$ cat src/rtl/fp_pkg.sv
// fp_pkg: shared minifloat types, rounding modes and exponent bias helper
package fp_pkg;
  typedef enum logic [0:0] {ROUND_NEAREST} round_t;
  typedef enum logic [2:0] {FP_ZERO, FP_SUB, FP_NORM, FP_INF, FP_NAN} fp_class_t;
  function automatic int bias(input int ew);
    return (1 << (ew - 1)) - 1;
  endfunction
endpackage

$ cat src/rtl/fp_unpack.sv
// fp_unpack: splits a minifloat into sign, class, effective exponent and significand
module fp_unpack
  import fp_pkg::*;
#(
  parameter int WIDTH     = 8,
  parameter int EXP_WIDTH = 5,
  parameter int MAN_WIDTH = 2
)(
  input  logic [WIDTH-1:0]     fp,
  output logic                 sign,
  output fp_class_t            cls,
  output logic [EXP_WIDTH-1:0] e_eff,
  output logic [MAN_WIDTH:0]   m
);
  logic [EXP_WIDTH-1:0] e;
  logic [MAN_WIDTH-1:0] f;
  logic e_zero, e_max;
  always_comb begin
    {sign, e, f} = fp;
    e_zero = ~|e;
    e_max = &e;
    cls = e_zero ? (|f ? FP_SUB : FP_ZERO) : e_max ? (|f ? FP_NAN : FP_INF) : FP_NORM;
    e_eff = e_zero ? EXP_WIDTH'(1) : e;
    m = {~e_zero, f};
  end
endmodule

$ cat src/rtl/fp8_to_fixed.sv
// fp8_to_fixed: iterative minifloat to signed fixed-point converter with RNE rounding and saturation
module fp8_to_fixed
  import fp_pkg::*;
#(
  parameter round_t ROUNDING  = ROUND_NEAREST,
  parameter int     WIDTH     = 8,
  parameter int     EXP_WIDTH = 5,
  parameter int     MAN_WIDTH = 2,
  parameter int     OUT_WIDTH = 16,
  parameter int     FRAC_BITS = 8
)(
  input  logic                 clk,
  input  logic                 rst,
  input  logic                 in_valid,
  output logic                 in_ready,
  input  logic [WIDTH-1:0]     fp_in,
  output logic                 out_valid,
  input  logic                 out_ready,
  output logic [OUT_WIDTH-1:0] fx_out,
  output logic [2:0]           flags
);
  localparam logic [1:0] IDLE = 2'd0, SHIFT = 2'd1, ROUND = 2'd2, DONE = 2'd3;
  localparam logic [OUT_WIDTH-1:0] LIM_POS = {1'b0, {(OUT_WIDTH-1){1'b1}}};
  localparam logic [OUT_WIDTH-1:0] LIM_NEG = {1'b1, {(OUT_WIDTH-1){1'b0}}};
  localparam int BIAS = bias(EXP_WIDTH);
  logic [1:0] state;
  logic [OUT_WIDTH-1:0] mag, lim, rnd;
  logic [15:0] cnt;
  logic sign, right, guard, sticky, ovf, round_up;
  logic u_sign;
  fp_class_t u_cls;
  logic [EXP_WIDTH-1:0] u_e;
  logic [MAN_WIDTH:0] u_m;
  int k;
  fp_unpack #(.WIDTH(WIDTH), .EXP_WIDTH(EXP_WIDTH), .MAN_WIDTH(MAN_WIDTH)) u_unpack (
    .fp(fp_in), .sign(u_sign), .cls(u_cls), .e_eff(u_e), .m(u_m)
  );
  always_comb begin
    k = int'(u_e) - BIAS - MAN_WIDTH + FRAC_BITS;
    lim = sign ? LIM_NEG : LIM_POS;
    round_up = ROUNDING == ROUND_NEAREST && !ovf && guard && (sticky || mag[0]);
    rnd = mag + OUT_WIDTH'(round_up);
  end
  assign in_ready = state == IDLE;
  assign out_valid = state == DONE;
  always_ff @(posedge clk) begin
    if (rst) begin
      state <= IDLE;
      fx_out <= '0;
      flags <= '0;
      mag <= '0;
      cnt <= '0;
      sign <= 1'b0;
      right <= 1'b0;
      guard <= 1'b0;
      sticky <= 1'b0;
      ovf <= 1'b0;
    end else begin
      case (state)
        IDLE: if (in_valid) begin
          sign <= u_sign;
          mag <= OUT_WIDTH'(u_m);
          cnt <= 16'(k < 0 ? -k : k);
          right <= k < 0;
          guard <= 1'b0;
          sticky <= 1'b0;
          ovf <= 1'b0;
          if (u_cls inside {FP_ZERO, FP_INF, FP_NAN}) begin
            fx_out <= u_cls == FP_INF ? (u_sign ? LIM_NEG : LIM_POS) : '0;
            flags <= {u_cls == FP_NAN, u_cls == FP_INF, 1'b0};
            state <= DONE;
          end else state <= k == 0 ? ROUND : SHIFT;
        end
        SHIFT: if (right) begin
          mag <= mag >> 1;
          guard <= mag[0];
          sticky <= sticky | guard;
          cnt <= cnt - 16'd1;
          state <= cnt == 16'd1 ? ROUND : SHIFT;
        end else if ({mag, 1'b0} > {1'b0, lim}) begin
          mag <= lim;
          ovf <= 1'b1;
          state <= ROUND;
        end else begin
          mag <= mag << 1;
          cnt <= cnt - 16'd1;
          state <= cnt == 16'd1 ? ROUND : SHIFT;
        end
        ROUND: begin
          fx_out <= sign ? -rnd : rnd;
          flags <= {1'b0, ovf, guard | sticky};
          state <= DONE;
        end
        DONE: if (out_ready) state <= IDLE;
      endcase
    end
  end
endmodule
$ cat config.mk
export PLATFORM = sky130hd
export DESIGN_NAME = fp8_to_fixed
export DESIGN_NICKNAME = d
export VERILOG_FILES = /design/src/rtl/fp_pkg.sv /design/src/rtl/fp_unpack.sv /design/src/rtl/fp8_to_fixed.sv
export SDC_FILE = /design/constraint.sdc
export NUM_CORES = 1
export LEC_CHECK = 0
export ABC_CLOCK_PERIOD_IN_PS = 8280
export CAP_MARGIN = 5
export CORE_ASPECT_RATIO = 0.9
export CORE_UTILIZATION = 55
export DETAILED_ROUTE_END_ITERATION = 12
export PLACE_DENSITY = 0.76
export SYNTH_ARGS = -nofsm -noshare
export SYNTH_HDL_FRONTEND = slang
export SYNTH_SLANG_ARGS = --single-unit
$ cat constraint.sdc
create_clock -name clk -period 8.28 [get_ports clk]
set_clock_uncertainty 0.1 [all_clocks]
set_input_delay 0.828 -clock clk [delete_from_list [all_inputs] [get_ports clk]]
set_output_delay 0.828 -clock clk [all_outputs]
set_load 0.005 [all_outputs]
Word level (Yosys, flattened, before mapping):

Index checks and enable logic that the tools add are counted.

* output and inout bits: 21
* word-level logic and storage cells: 93
* register bits: 58

* equal/unequal tests: 13
* $add $sub $neg: 7
* reduce and logical (&&, ||, !) cells: 20
* $lt $le $gt $ge: 2
* mux-type cells: 40
* bitwise operators: 1

Operator list (number)
* 16-bit two-way mux: 13
* 16-bit one-hot mux with 2 select lines: 3
* 32-bit logical NOT: 1
* 17-bit by 16-bit > comparator with 1-bit output: 1
* 16-bit by 1-bit adder with 16-bit output: 1
* 16-bit by 1-bit == test with 1-bit output, second input constant: 1
* 16-bit negator: 1
* 8-bit negator with 16-bit output: 1
* 16-bit by 1-bit subtractor with 16-bit output, second input constant: 1
* 3-bit two-way mux: 5
* 2-bit two-way mux: 7
* 3-bit AND reduction: 3
* 7-bit by 5-bit adder with 8-bit output, second input constant: 1
* 8-bit by 1-bit less-than comparator with 1-bit output, second input constant: 1
* 2-bit inequality test, second input constant: 4
* 2-bit one-hot mux with 4 select lines: 1
* 6-bit by 3-bit subtractor with 7-bit output, second input constant: 1
* 1-bit two-way mux: 6
* 1-bit one-hot mux with 2 select lines: 3
* 3-bit one-hot mux with 2 select lines: 1
* 2-bit AND reduction: 3
* 5-bit by 4-bit subtractor with 6-bit output, second input constant: 1
* 5-bit two-way mux: 1
* 5-bit AND reduction: 1
* 17 further kinds: 21

Longest topological paths before layout:

Gate-level depths: netlist of run 1.

* depth after elaboration: 10
* mapped depth: 13
* depth with buffers taken out: 11

Cells and area by module:

From an unflattened synthesis of run 1, not the netlist that was laid out.

* cell total of the unflattened synthesis: 599
* area total of the unflattened synthesis: 4449.3 um^2

By module, submodules not included
* fp8_to_fixed: cells each 581, instances 1, area an instance 4340.4 um^2
* fp_unpack: cells each 18, instances 1, area an instance 108.9 um^2

Worst setup path after synthesis of run 1:

No wires, ideal clock.

* path type: input to register
* from: input port fp_in[6]
* to: register cnt[5]
* required time: 8.109 ns
* path slack: 4.561 ns
* cell stages on the path: 13
* arrival: 3.548 ns
* library setup time: 0.071 ns
* path buffers: 3
* cells stage by stage: clkbuf_1 nor4_1 or2_2 ha_1 ha_1 clkbuf_1 a211oi_1 or3_1 clkbuf_1 or4_1 o21ai_0 nand2b_1 a21oi_1

* word-level cells in the longest chain between the ends: 9

Ends and longest elaborated chain
* from (decl): RTL line fp8_to_fixed.sv:16 `input logic [WIDTH-1:0] fp_in,`
* 5-bit OR reduction: RTL line fp_unpack.sv:20 `e_zero = ~|e;`
* 5-bit two-way mux *: RTL line fp_unpack.sv:23 `e_eff = e_zero ? EXP_WIDTH'(1) : e;`
* 5-bit by 4-bit subtractor with 6-bit output *: RTL line fp8_to_fixed.sv:39 `k = int'(u_e) - BIAS - MAN_WIDTH + FRAC_BITS;`
* 6-bit by 3-bit subtractor with 7-bit output *: RTL line fp8_to_fixed.sv:39
* 7-bit by 5-bit adder with 8-bit output *: RTL line fp8_to_fixed.sv:39
* 8-bit negator with 16-bit output / 8-bit by 1-bit less-than comparator with 1-bit output (equally long branches): RTL line fp8_to_fixed.sv:63 `cnt <= 16'(k < 0 ? -k : k);`
* 16-bit two-way mux *: RTL line fp8_to_fixed.sv:63
* 16-bit two-way mux *: RTL line fp8_to_fixed.sv:60 `IDLE: if (in_valid) begin`
* 16-bit one-hot mux with 2 select lines *: RTL line fp8_to_fixed.sv:59 `case (state)`
* to (signal assigned): RTL line fp8_to_fixed.sv:63
* to (signal assigned): RTL line fp8_to_fixed.sv:78 `cnt <= cnt - 16'd1;`
* to (signal assigned): RTL line fp8_to_fixed.sv:86 `cnt <= cnt - 16'd1;`
* to (decl): RTL line fp8_to_fixed.sv:28 `logic [15:0] cnt;`

Every way passes the cells marked *; elsewhere a longest branch is shown, timed or not. The select of a mux whose other input is x is not followed.
A chain may end at the register's enable or synchronous reset.

Worst setup path after layout of run 1:

* from: input port fp_in[4]
* to: register cnt[5]

The elaborated chain is that of the path after synthesis.

==> impl_results.md, run 1 <==
* Status: finished, final reports clean
* Worst min path class: flip-flop to flip-flop
* Slowest CP cell: clkdlybuf4s50_1
* Net Count, Synth at between 600 and 700
* Cells along the critical path: clkdlybuf4s50_1 -> nor4_1 -> or2_2 -> ha_1 -> ha_1 -> a211oi_1 -> or3_1 -> or4_1 -> o21ai_0 -> nand2b_1 -> a21oi_1
* Initial antenna violation count at 0
* Cell Area, Synth at 4350 µm²
* DP Area at 4650 µm²
* HPWL after detailed placement at 8000 µm
* Ports at 33
* Max_slew headroom at 26.4%
* CTS tree: built
* CTS resizes at 0
* CP Launch Point: fp_in[4]
* Crit path max-delay family: simple AND/OR/NAND/NOR gates
* Via count at roughly 4.4k
* Final setup fails at 0
* DIE WIDTH at 95.7 µm
* Die height at 86.3 µm
* Ant. Diodes at 0
* Post-Synthesis Cells at ~570
* Skew-Pair Late Insertion Delay at between 300 and 400 ps
* Nets at 614
* Total CTS buffers at 9
* Gpl congestion at between 0.8 and 0.9
* Vias in the first global route at 3901
* Post-CTS Setup Bufs at 0
* Clock tree root driver cell: clkbuf_8
* Area grow syn2layout at 12.1%
* Count leader, synth: dfxtp_1
* Pins Over Slew Limit at 0
* Synth top area share at 26.7%
* Asr flop ratio synth at 0%
* Max rail drop VDD at around 0.000095 V
* CTS sink cnt at 58
* Final Critical Period at 3950 ps
* First-pass GRT wire length at between 15000 and 20000 µm
* F_max at 253 MHz
* DIE AREA at 8260 µm²
* Warnings, synthesis at 0
* Post-DRT Antenna Nets at 0
* Worst Hold Launch: fx_out[12]
* Sequential fraction of the synthesis area at 26.7%
* Largest net degree at the start of global routing at 34
* CP max stage delay at 650 ps
* Total gr overflow at 0
* Worst Path Max Fanout at 9
* Vias per cell at 6.45
* Critical path endpoint category: flip-flop
* Post-synth EDFFs at 0
* CP Data Required Time at 8460 ps
* RSZ-0062 raised after global routing: false
* Initial DRC count at 339
* Arrival time worst endpoint at 4120 ps
* Crit Path Category: input port to flip-flop
* Synth Register Bits at 58
* Site row count at 30
* Core area at ~7600 µm²
* Design area at roughly 5000 µm²
* Buf+Inv Stages, Crit Path at 1
* Yosys top cell by area: dfxtp_1
* Synthesized area per cell at 7.61 µm²
* Detailed Route WL at 11300 µm
* Worst Max-Slew Pin Slew at 1100 ps
* Starting Density at 57.3%
* DRC at 0
* CTS H-tree lvls at 3
* Top FF cell, synth: dfxtp_1
* Overall routing resource usage at 29.0%
* Leakage at 0.00182 µW
* Synth area leaders: dfxtp_1 (27%), ha_1 (7.2%), a21oi_1 (5.9%)
* Fin crit share at a little under half
* Final hold vios at 0
* Worst R2R Start: sign
* Port Buffers at 32
* Max Cap Viol at 0
* Pre-antenna DRT Iters at 5
* PwrDens at 184 nW/µm²
* Wirelength per Cell at 16.6 µm
* Post-synth cell types at 73
* Post-CTS Hold Buffers at 0
* Tot Pwr at 897 µW
* Share of cells above drive strength 1 at 7.39%
* Worst path most repeated cell: ha_1
* Setup TNS at 0 ps
* Clk buf depth at 2
* Startpoint Class: input port
* Most frequent cells after synthesis: dfxtp_1 (58), nor2_1 (55), a21oi_1 (51)
* Register clock-pin slew on the reported worst setup and hold paths at 70 ps
-- area by class of cell --
type                    instances  area, µm²
fillers                       677       2710
flip-flops and latches         58       1160
multi-input cells             454       2950
repair buffers                 38        365
clock buffers                  11        141
inverters                      16       60.1
well taps                      96        120
clock inverters                 5       77.6
-- registers in the layout, indices dropped and copies added, names as in the netlist --
| register | cells |
|---|---|
| flags | 3 |
| sticky | 1 |
| fx_out | 16 |
| guard | 1 |
| ovf | 1 |
| cnt | 16 |
| right | 1 |
| state | 2 |
| mag | 16 |
| sign | 1 |
-- worst reg2reg max path, cell delays in order (launching register included) --
cell and delay [ps]:
dfxtp_1 630, buf_4 340, inv_1 180, ha_1 330, nand4b_1 160, o31ai_2 750, o31ai_2 130, buf_4 240
or4_1 540, a21oi_1 190
-- power by group --
| group | internal (µW) | switching, µW | total [µW] |
|---|---|---|---|
| clock network | 177 | 123 | 299 |
| logic | 113 | 152 | 265 |
| registers | 302 | 31.3 | 333 |
-- final timing paths --
path,to,slack [ps],cells past startpoint
max,cnt[5],4330,11
min,fx_out[12],370,1
max reg2reg,cnt[14],4620,9
min reg2reg,fx_out[12],370,1
-- kinds of logic after synthesis --
group | count (synthesis) | share of synthesized area (%)
AOI/OAI and AO/OA | 169 | 25.4
xor gates and xnor gates | 37 | 7.46
adders and majority gates | 25 | 7.20
buffers and inverters | 59 | 5.61
DFF | 58 | 26.7
muxes | 5 | 1.18
and+or+nand+nor | 218 | 26.4
-- cells in the final DEF, fill, tap and decap left out, types with 3 or more instances in the layout --
master,count
o21a_1,6
a31oi_1,8
o211ai_1,5
xor2_1,12
clkbuf_8,10
or2_2,5
and2_1,3
xnor2_1,25
or3_1,10
nand3b_1,3
nand3_1,16
a211oi_1,4
a21o_1,4
nor4_1,4
ha_1,25
a22oi_1,14
buf_4,6
or4_1,9
nor2_1,55
and3_1,6
o41ai_1,3
o31ai_2,3
nor3_1,27
nand2b_1,8
clkdlybuf4s50_1,32
inv_1,15
a21oi_1,51
nand2_1,38
mux2i_1,4
o22ai_1,6
o31ai_1,6
nand4_1,11
o21ai_0,30
nor2b_1,4
dfxtp_1,58
-- stage by stage --
stage / util, % / hold WS, ps / instances / setup WS [ps]
after floorplan: - / 345 / 571 / 4560
after global placement: 61.4 / 349 / 662 / 4130
after detailed placement: 61.4 / 361 / 662 / 3980
after CTS: 64.3 / 373 / 678 / 4340
after global routing: 64.3 / 385 / 678 / 4090
final: 64.3 / 369 / 678 / 4330
-- per-layer routing --
metal / track usage (%) / up-vias / part of all wire [%]
met3: 5.44 / 19 / 6.7
met1: 41.6 / 2050 / 48
met5: 0 / - / 0
met2: 43.2 / 191 / 44
met4: 9.63 / 0 / 1.6
li1: - / 2114 / -
Note: power is estimated with default switching activity, not from simulation.
==> run 2, diff against run 1 <==
--- a/config.mk
+++ b/config.mk
@@ -5,12 +5,12 @@
 export SDC_FILE = /design/constraint.sdc
 export NUM_CORES = 1
 export LEC_CHECK = 0
-export ABC_CLOCK_PERIOD_IN_PS = 8280
+export ABC_CLOCK_PERIOD_IN_PS = 3570
 export CAP_MARGIN = 5
 export CORE_ASPECT_RATIO = 0.9
-export CORE_UTILIZATION = 55
+export CORE_UTILIZATION = 54
 export DETAILED_ROUTE_END_ITERATION = 12
-export PLACE_DENSITY = 0.76
+export PLACE_DENSITY = 0.77
 export SYNTH_ARGS = -nofsm -noshare
 export SYNTH_HDL_FRONTEND = slang
 export SYNTH_SLANG_ARGS = --single-unit
==> constraint.sdc (replaced) <==
create_clock -name clk -period 3.57 [get_ports clk]
set_clock_uncertainty 0.1 [all_clocks]
set_input_delay 0.357 -clock clk [delete_from_list [all_inputs] [get_ports clk]]
set_output_delay 0.357 -clock clk [all_outputs]
set_load 0.005 [all_outputs]
==> run 2 against run 1 <==
Effect of this change:
- combinational power is 140% higher
- critical path depth is 1 lower
- clock power increased by 110%
- first-iteration DRC count shrank 32%
- via count down 0.50%
- total power rose by 130%
- sequential power increased by 130%
- flip-flop and latch count unchanged
- critical endpoint is now cnt[6]
- largest power group unchanged
==> impl_results.md, run 2 (synthesis results as in run 1) <==
* Initial DRC count at 231
* Leakage at around 0.0019 µW
* Final setup fails at 0
* Ant. Diodes at 0
* Via count at 4352
* Pre-antenna DRT Iters at 5
* Starting Density at 56.8%
* Cells along the critical path: buf_4 -> ha_1 -> a21o_1 -> nand2_1 -> nand3_1 -> o31ai_2 -> o31ai_2 -> buf_4 -> a21oi_1 -> o211a_1
* Final hold vios at 0
* Post-CTS Hold Buffers at 0
* PwrDens at 406 nW/µm²
* Commonest non-fill, non-tap cell in the layout: dfxtp_1
* Vias in the first global route at 3836
* Clk buf depth at 2
* Worst Path Max Fanout at 19
* Max rail drop VDD at 0.000217 V
* DIE WIDTH at 96.6 µm
* Startpoint Class: flip-flop
* Commonest cells after routing, fill and taps aside: dfxtp_1 (58), nor2_1 (55), a21oi_1 (51)
* Wirelength per Cell at 16.3 µm
* Post-DRT Antenna Nets at 0
* First-pass GRT wire length at between 15000 and 20000 µm
* Total CTS buffers at 9
* Detailed Route WL at 11300 µm
* Post-CTS Setup Bufs at 0
* Clock tree root driver cell: clkbuf_8
* CTS H-tree lvls at 3
* Setup TNS at 0 ps
* Critical path endpoint category: flip-flop
* CTS tree: built
* DRC at 0
* CP Data Required Time at 3700 ps
* Final Critical Period at 3270 ps
* Worst min path class: flip-flop to flip-flop
* Crit Path Category: flip-flop to flip-flop
* Core area at 7660 µm²
* Area grow syn2layout at 14.7%
* Fin util at 65.1%
* Site row count at 30
* Die height at 87.1 µm
* CP max stage delay at 810 ps
* Port Buffers at 32
* CTS sink cnt at 58
* Initial antenna violation count at 0
* Max_slew headroom at 37.8%
* Largest net degree at the start of global routing at 27
* CTS resizes at 0
* DIE AREA at roughly 8400 µm²
* Share of cells above drive strength 1 at 10.2%
* HPWL after detailed placement at 8160 µm
* RSZ-0062 raised after global routing: false
* Register clock-pin slew on the reported worst setup and hold paths at 70 ps
* Skew-Pair Late Insertion Delay at between 300 and 400 ps
* Max Cap Viol at 0
* Slowest CP cell: o31ai_2
* Tot Pwr at 2020 µW
* F_max at a little over 300 MHz
* Ports at 33
* Design area at 4980 µm²
* Worst Max-Slew Pin Slew at a little over 900 ps
* DP Area at roughly 4800 µm²
* Status: finished, final reports clean
* Pins Over Slew Limit at 0
* Nets at between 600 and 700
* Vias per cell at about 6.3
* Fin crit share at 91.7%
* Gpl congestion at 0.914
* Total gr overflow at 0
* Largest registers: cnt x16, fx_out x16, mag x16
* Arrival time worst endpoint at between 3000 and 4000 ps
* Overall routing resource usage at 28.3%
run 2: cell count changes in the layout (fill, tap and decap cells not counted), sizes merged:
cell,previous run,this run
clkinv,3,4
bufinv,2,1
buf,6,23
run 2: worst max-delay path, delay by kind of cell, from the launching register on:
kind	cells	cell delay, ps
compound gates	5	1330
flops	1	760
buf+inv	2	630
simple gates	2	170
fa+ha+maj	1	160
run 2: layout make-up:
cell class / instances / area [µm²]
fill: 674 / 2670
clock inverter: 5 / 52.6
inverter: 16 / 60.1
multi-input combinational: 454 / 2950
timing repair buffer: 55 / 493
sequential: 58 / 1160
clock buffer: 11 / 151
tap: 96 / 120
run 2: final timing paths:
check | from | end | depth (start not counted) | slack, ps
hold / removal | fx_out[12] | fx_out[12] | 1 | 370
setup / recovery | sign | cnt[6] | 10 | 300
hold reg to reg | fx_out[12] | fx_out[12] | 1 | 370
setup reg to reg | sign | cnt[6] | 10 | 300
run 2: where the power goes:
part           internal, µW  total, µW  switching, µW
registers               700        770           70.1
clock network           356        625            268
logic                   277        630            352
run 2: layer usage:
| metal | up-vias | wire [µm] | track usage (%) |
|---|---|---|---|
| li1 | 2152 | - | - |
| met1 | 2001 | 5430 | 40.7 |
| met2 | 182 | 4990 | 42.4 |
| met3 | 17 | 695 | 5.15 |
| met4 | 0 | 194 | 8.69 |
| met5 | - | 0 | 0 |
run 2: metrics by stage:
stage	hold slack, ps	worst slack [ps]	instances
2_1_floorplan	345	322	571
4_1_cts	369	321	695
5_1_grt	386	30.6	695
6_report	367	295	695
3_5_place_dp	354	42.7	679
3_3_place_gp	348	188	679
